==> src/rtl/fifo_ctrl.sv <==
// FIFO controller driving an external storage array through a write port and
// a registered-address read port. Optional almost_full/almost_empty logic is
// compiled in with macro FIFO_CTRL_ALMOST_FLAGS_EN.
module fifo_ctrl #(
  parameter int WIDTH      = 32,
  parameter int FIFO_DEPTH = 4,
  parameter int A_WIDTH    = $clog2(FIFO_DEPTH),
  parameter int AF_LEVEL   = FIFO_DEPTH - 1,
  parameter int AE_LEVEL   = 1
) (
  input  logic               clk,
  input  logic               rst,
  input  logic               flush,
  input  logic               push_valid,
  output logic               push_ready,
  input  logic [WIDTH-1:0]   push_data,
  output logic               pop_valid,
  input  logic               pop_ready,
  output logic [WIDTH-1:0]   pop_data,
  output logic [A_WIDTH:0]   count,
  output logic               almost_full,
  output logic               almost_empty,
  output logic [A_WIDTH-1:0] ram_waddr,
  output logic               ram_wen,
  output logic [WIDTH-1:0]   ram_wdata,
  output logic [A_WIDTH-1:0] ram_raddr,
  output logic               ram_ren,
  input  logic [WIDTH-1:0]   ram_rdata
);

  localparam logic [A_WIDTH:0]   DEPTH_C = (A_WIDTH+1)'(FIFO_DEPTH);
  localparam logic [A_WIDTH-1:0] LAST_C  = A_WIDTH'(FIFO_DEPTH - 1);

  typedef enum logic {IDLE, PRESENT} state_t;

  state_t             state;
  logic [A_WIDTH-1:0] wr_ptr, rd_ptr;
  logic [A_WIDTH:0]   count_q;
  logic [A_WIDTH:0]   unfetched;
  logic               pop_valid_q;
  logic               push_fire, pop_fire, fetch, block;

  function automatic logic [A_WIDTH-1:0] ptr_inc(input logic [A_WIDTH-1:0] p);
    return (p == LAST_C) ? '0 : p + 1'b1;
  endfunction

  // push_ready looks only at registered occupancy, so a full FIFO stays
  // closed even in a cycle where the presented word is being taken.
  assign push_ready = (count_q < DEPTH_C);
  assign push_fire  = push_valid & push_ready;
  assign pop_fire   = pop_valid_q & pop_ready;
  assign block      = rst | flush;

  // The presented word is still counted but already sits in the read latch.
  assign unfetched = count_q - {{A_WIDTH{1'b0}}, pop_valid_q};
  assign fetch     = (unfetched != '0) & (~pop_valid_q | pop_fire);

  assign ram_wen   = push_fire & ~block;
  assign ram_waddr = wr_ptr;
  assign ram_wdata = push_data;
  assign ram_ren   = fetch & ~block;
  assign ram_raddr = rd_ptr;

  assign pop_valid = pop_valid_q;
  assign pop_data  = ram_rdata;
  assign count     = count_q;

  always_ff @(posedge clk) begin
    if (block) begin
      wr_ptr      <= '0;
      rd_ptr      <= '0;
      count_q     <= '0;
      state       <= IDLE;
      pop_valid_q <= 1'b0;
    end else begin
      if (push_fire) wr_ptr <= ptr_inc(wr_ptr);
      if (fetch)     rd_ptr <= ptr_inc(rd_ptr);

      if (push_fire && !pop_fire)      count_q <= count_q + 1'b1;
      else if (pop_fire && !push_fire) count_q <= count_q - 1'b1;

      case (state)
        IDLE: begin
          if (fetch) begin
            state       <= PRESENT;
            pop_valid_q <= 1'b1;
          end
        end
        PRESENT: begin
          if (pop_fire && !fetch) begin
            state       <= IDLE;
            pop_valid_q <= 1'b0;
          end
        end
        default: begin
          state       <= IDLE;
          pop_valid_q <= 1'b0;
        end
      endcase
    end
  end

`ifdef FIFO_CTRL_ALMOST_FLAGS_EN
  localparam logic [A_WIDTH:0] AF_C = (A_WIDTH+1)'(AF_LEVEL);
  localparam logic [A_WIDTH:0] AE_C = (A_WIDTH+1)'(AE_LEVEL);

  assign almost_full  = (count_q >= AF_C);
  assign almost_empty = (count_q <= AE_C);
`else
  assign almost_full  = 1'b0;
  assign almost_empty = 1'b0;
`endif

endmodule

==> config.mk <==
export PLATFORM = sky130hd
export DESIGN_NAME = fifo_ctrl
export DESIGN_NICKNAME = d
export VERILOG_FILES = /design/src/rtl/fifo_ctrl.sv
export SDC_FILE = /design/constraint.sdc
export NUM_CORES = 1
export LEC_CHECK = 0
export BUFFER_PORTS_ARGS = -buffer_cell sky130_fd_sc_hd__buf_4
export CAP_MARGIN = 25
export CORE_AREA = 4 4 49 83
export DETAILED_ROUTE_END_ITERATION = 8
export DIE_AREA = 0 0 53 87
export HOLD_SLACK_MARGIN = 0.08
export PLACE_DENSITY_LB_ADDON = 0.08
export SLEW_MARGIN = 20
export SYNTH_ARGS = -nofsm -noshare
export SYNTH_HDL_FRONTEND = slang
export SYNTH_SLANG_ARGS = --single-unit
export TNS_END_PERCENT = 1
==> constraint.sdc <==
create_clock -name clk -period 2.2 [get_ports clk]
set_input_delay 0.33 -clock clk [delete_from_list [all_inputs] [get_ports clk]]
set_output_delay 0.33 -clock clk [all_outputs]
set_load 0.03 [all_outputs]
### Yosys cells after proc, flatten, opt, wreduce, memory -nomap -nowiden

Index checks and enable logic that the tools add are counted.

| operators by class | value |
|---|---|
| multiplexer cells | 10 |
| bitwise logic cells | 10 |
| add/subtract/negate cells | 5 |
| order comparisons | 1 |
| reductions and logical operators | 9 |
| equal/unequal tests | 4 |

Operators by type and width:

| kind | count |
|---|---|
| 3-bit two-way mux | 2 |
| 1-bit AND | 5 |
| 2-bit by 1-bit adder with 2-bit output (second input constant) | 2 |
| 2-bit == test (second input constant) | 2 |
| 1-bit two-way mux | 4 |
| 2-bit two-way mux | 2 |
| 1-bit one-hot mux with 2 select lines | 2 |
| 3-bit by 1-bit adder with 3-bit output (second input constant) | 1 |
| 1-bit logical AND | 3 |
| 1-bit logical NOT | 3 |
| 3-bit less-than comparator (second input constant) | 1 |
| 1-bit inverter | 3 |
| 3-bit nonzero test | 1 |
| 3-bit by 1-bit subtractor with 3-bit output | 1 |
| 3-bit by 1-bit subtractor with 3-bit output (second input constant) | 1 |
| 2-bit by 1-bit inequality test with 1-bit output (second input constant) | 1 |
| 2-bit inequality test (second input constant) | 1 |
| 1-bit OR | 2 |
| 2-bit AND reduction | 1 |
| 2-bit nonzero test | 1 |

| storage, ports and cells | value |
|---|---|
| flip-flop bits (word level) | 9 |
| logic and storage cells | 44 |

### Depth between registers and ports, before layout

| logic depth | value |
|---|---|
| depth in word-level cells | 7 |
| mapped depth | 7 |
| mapped depth without buffers | 7 |

### Worst setup path after synthesis

Ideal clock, no wire load.

| path | value |
|---|---|
| kind | reg-to-reg |
| from | reg count_q[2], in the netlist count[2] |
| to | reg count_q[2], in the netlist count[2] |
| data arrival time | 1.932 ns |
| path buffers | 0 |
| cell stages (with the launch flop) | 8 |
| required time | 2.130 ns |
| period minus slack after synthesis | 2.001 ns |
| library setup time | 0.070 ns |
| path slack | 0.199 ns |
| cell sequence | dfxtp_1 > nor2b_1 > ha_1 > inv_1 > fa_1 > xor2_1 > or3_1 > a21oi_1 |

| on the way | value |
|---|---|
| word-level cells in the longest chain between the ends | 5 |
| elaborated cells on any way between the ends | 10 |
| those cells by class | add/sub (2); order compare (1); mux (2); bitwise (1); reduce/logical (4) |

Ends and longest elaborated chain:

| element | RTL line | text |
|---|---|---|
| start: declaration | 38 | `logic [A_WIDTH:0] count_q;` |
| start signal: assignment | 79 | `if (push_fire && !pop_fire) count_q <= count_q + 1'b1;` |
| start signal: assignment | 80 | `else if (pop_fire && !push_fire) count_q <= count_q - 1'b1;` |
| 3-bit less-than comparator (*) | 49 | `assign push_ready = (count_q < DEPTH_C);` |
| 1-bit AND (*) | 50 | `assign push_fire = push_valid & push_ready;` |
| named net push_fire | 41 | `logic push_fire, pop_fire, fetch, block;` |
| 1-bit logical NOT | 80 |  |
| 1-bit logical AND | 80 |  |
| 2-bit nonzero test (no source line) | - |  |

Mark *: on every way through the listed nets, which the timed path passes. The rest lies on a longest branch. The select of a mux whose other input is x is not followed.
A chain may end at the register's enable or synchronous reset.

### Final worst setup path

| path | value |
|---|---|
| from | reg count_q[0], in the netlist count[0] |
| to | out ram_ren |

| on the way | value |
|---|---|
| word-level cells in the longest chain between the ends | 4 |

Ends and longest elaborated chain:

| element | RTL line | text |
|---|---|---|
| 3-bit by 1-bit subtractor with 3-bit output | 55 | `assign unfetched = count_q - {{A_WIDTH{1'b0}}, pop_valid_q};` |
| 3-bit nonzero test | 56 | `assign fetch = (unfetched != '0) & (~pop_valid_q \| pop_fire);` |
| 1-bit AND | 56 |  |
| 1-bit AND | 61 | `assign ram_ren = fetch & ~block;` |
| end: declaration | 27 | `output logic ram_ren,` |

No other way between the ends.

==> flow_summary.toml <==
[outcome]
status = "completed"

[cts]
clk_pin_slew_worst_paths_ns = 0.05
numClockSinks = 9
cts_tree = "yes"
clkLatencyLatePin_ns = 0.23
cts_resized = 0
cts_hold_buf = 0
htree_levels = 1
root_buffer = "clkbuf_8"
cts_buffers = 3
cts_buffer_depth = 2
cts_setup_buffers = 0

[setup_path]
reg2reg_depth = 7
crit_fanout = 4
worst_ep_arrival_time_ns = 1.62
endpoint_kind = "output port"
setup.worst_path.end = "ram_ren"
crit_type = "flip-flop to output port"
reg2reg_slack_ns = 0.36
rr_startpoint = "count[2]"
worst_setup_path_start_kind = "flip-flop"
r2r_end = "count[2]"
crit_path_start = "count[0]"
required_ns = 1.87

[route]
dr_total_vias = 506
routed_via_density = 4.25
totalWireLength_um = 1670
drtIter0Drc = 12
dr.pass1.iters = 2
wl_per_cell_um = 14.0
drcViolationCount = 0
ant_nets = 0

[die]
die_w_um = 53
die-area_um2 = 4610
dieHeight_um = 87
ioPinCount = 146
row_count = 28
core-area_um2 = 3400
start_util_pct = 29.0

[final_layout]
multiInputGateArea_um2 = 295
syn_to_final_growth_pct = -27.7
sequential_cell_area_um2 = 180
n_fill_cell = 390
drive_above_1_share_pct = 29.7
final_cell_area_um2 = 713
final_nets = 149
diodes = 0
utilization_pct = 21.0

[yosys]
ys_seq_area_share_pct = 18.3
avgSynthCellArea_um2 = 8.22
netlist_area_um2 = 986
ys_async_sr_fraction_pct = 0
netlist_instances = 120
synth-seq-cells = 9
yosys_warnings = 0
synthFlopType = "dfxtp_1"
synth-edff-count = 0
synth_cell_type_count = 21

[power_and_ir_drop]
sw_frac_of_total_pct = 32.9
seqPwrFrac_pct = 35.3
p_int_uw = 369
clkPwrFrac_pct = 35.4
power_frac_comb_pct = 29.3
power.density_nw_per_um2 = 770
leakage_nw = 0.333
p_switching_uw = 181
ir_worst_vdd_mv = 0.261

[timing]
grt_setup_unrepaired = "no"
fin_crit_sh_pct = 88.8
slew_violations = 0
min_period_ns = 1.95
fin_ws_ns = 0.247
hold_viol = 0
fin_worst_skew_ns = 0.00265
fin_setup_tns_ns = 0
setup_viol = 0
hold_slack_ns = 0.419
max_freq_mhz = 512

[grt]
grt_pass1_vias = 509
grt_overflow = 0
antenna_found_initial = 0
grt_util_all_layers_pct = 7.64
grt_pass1_wl_um = 2460
grt_max_degree = 9

[placed_design]
post_dp_cell_area_um2 = 659
place_congestion = 0.688
dp_hpwl_um = 1320
port-buffer-count = 15
dp_slack_ns = 0.326

[hold_path]
holdCritPathClass = "primary input to flip-flop"

[run]
maxCapViolations = 0
layout make-up:
type,instances,area share (%)
tap,45,7.89
timing repair buffer,16,16.8
sequential,9,25.3
clock buffer,3,5.79
inverter,4,2.11
multi-input combinational,41,41.4
clock inverter,1,0.702
flip-flops by register name, summed over array words and instances, names as in the netlist:
name       count
ram_waddr      2
ram_raddr      2
pop_valid      1
state          1
count          3
logic make-up (layout without fill, tap and decap cells):
kind of cell / after synthesis / after routing / share of synthesized area (%)
fa+ha+maj: 5 / 5 / 7.11
other cells: 1 / 2 / 0.380
simple gates: 19 / 19 / 8.76
xor+xnor: 3 / 3 / 2.67
buf+inv: 71 / 24 / 52.9
compound gates: 7 / 7 / 4.82
mux: 5 / 5 / 5.08
flops: 9 / 9 / 18.3
cells in the mapped netlist, types with 2 or more instances:
library cell  instances  area share [%]
ha_1                  4             5.1
a21oi_1               3             1.5
or3_1                 2             1.3
nand2_1               6             2.3
dfxtp_1               9              18
inv_1                 4             1.5
xor2_1                3             2.7
buf_4                66              50
nor2_1                7             2.7
mux2i_1               5             5.1
critical path, cell delays in order, from the launching register on:
cell	delay, ns
dfxtp_1	0.44
inv_1	0.07
ha_1	0.27
nand2b_1	0.09
o22ai_2	0.24
nor2_1	0.09
buf_4	0.18
metal layers:
layer,vias up,wire length (um),GRT usage [%]
met5,-,0,0
met2,47,752,11.0
met1,209,506,6.17
met4,0,189,11.9
met3,36,223,2.92
li1,214,-,-
through the flow:
step,total power [mW],std cells
floorplan,0.528,121
global placement,0.360,115
detailed placement,0.360,115
CTS,0.563,119
global route,0.592,119
finish,0.549,119
cells in the final DEF (no fill, tap or decap):
cell,instances
inv_1,4
buf_4,16
o22ai_2,1
ha_1,4
or2_1,1
nor2_1,7
o21ai_0,1
xor2_1,2
and2_1,1
a21oi_1,3
xor2_2,1
fa_1,1
nor2b_1,1
clkbuf_8,3
o31ai_1,1
nand2b_1,1
o21bai_1,1
nand2_1,6
clkinv_2,1
conb_1,2
dfxtp_1,9
mux2i_1,5
or3_1,2
how the worst min path moves through the flow:
| stage | cells past startpoint | startpoint | endpoint |
|---|---|---|---|
| after floorplan | 2 | state | state |
| after global placement | 2 | state | state |
| after detailed placement | 2 | state | state |
| after CTS | 4 | rst | pop_valid |
| after global routing | 4 | rst | ram_raddr[0] |
| final | 4 | rst | pop_valid |
power groups by stage:
stage	combinational, mW	sequential, mW	clock (mW)
floorplan	0.313	0.215	0
finish	0.161	0.194	0.195
CTS	0.163	0.195	0.205
detailed placement	0.162	0.198	0
global placement	0.163	0.197	0
global route	0.178	0.197	0.216
Note: power is estimated with default switching activity, not from simulation.
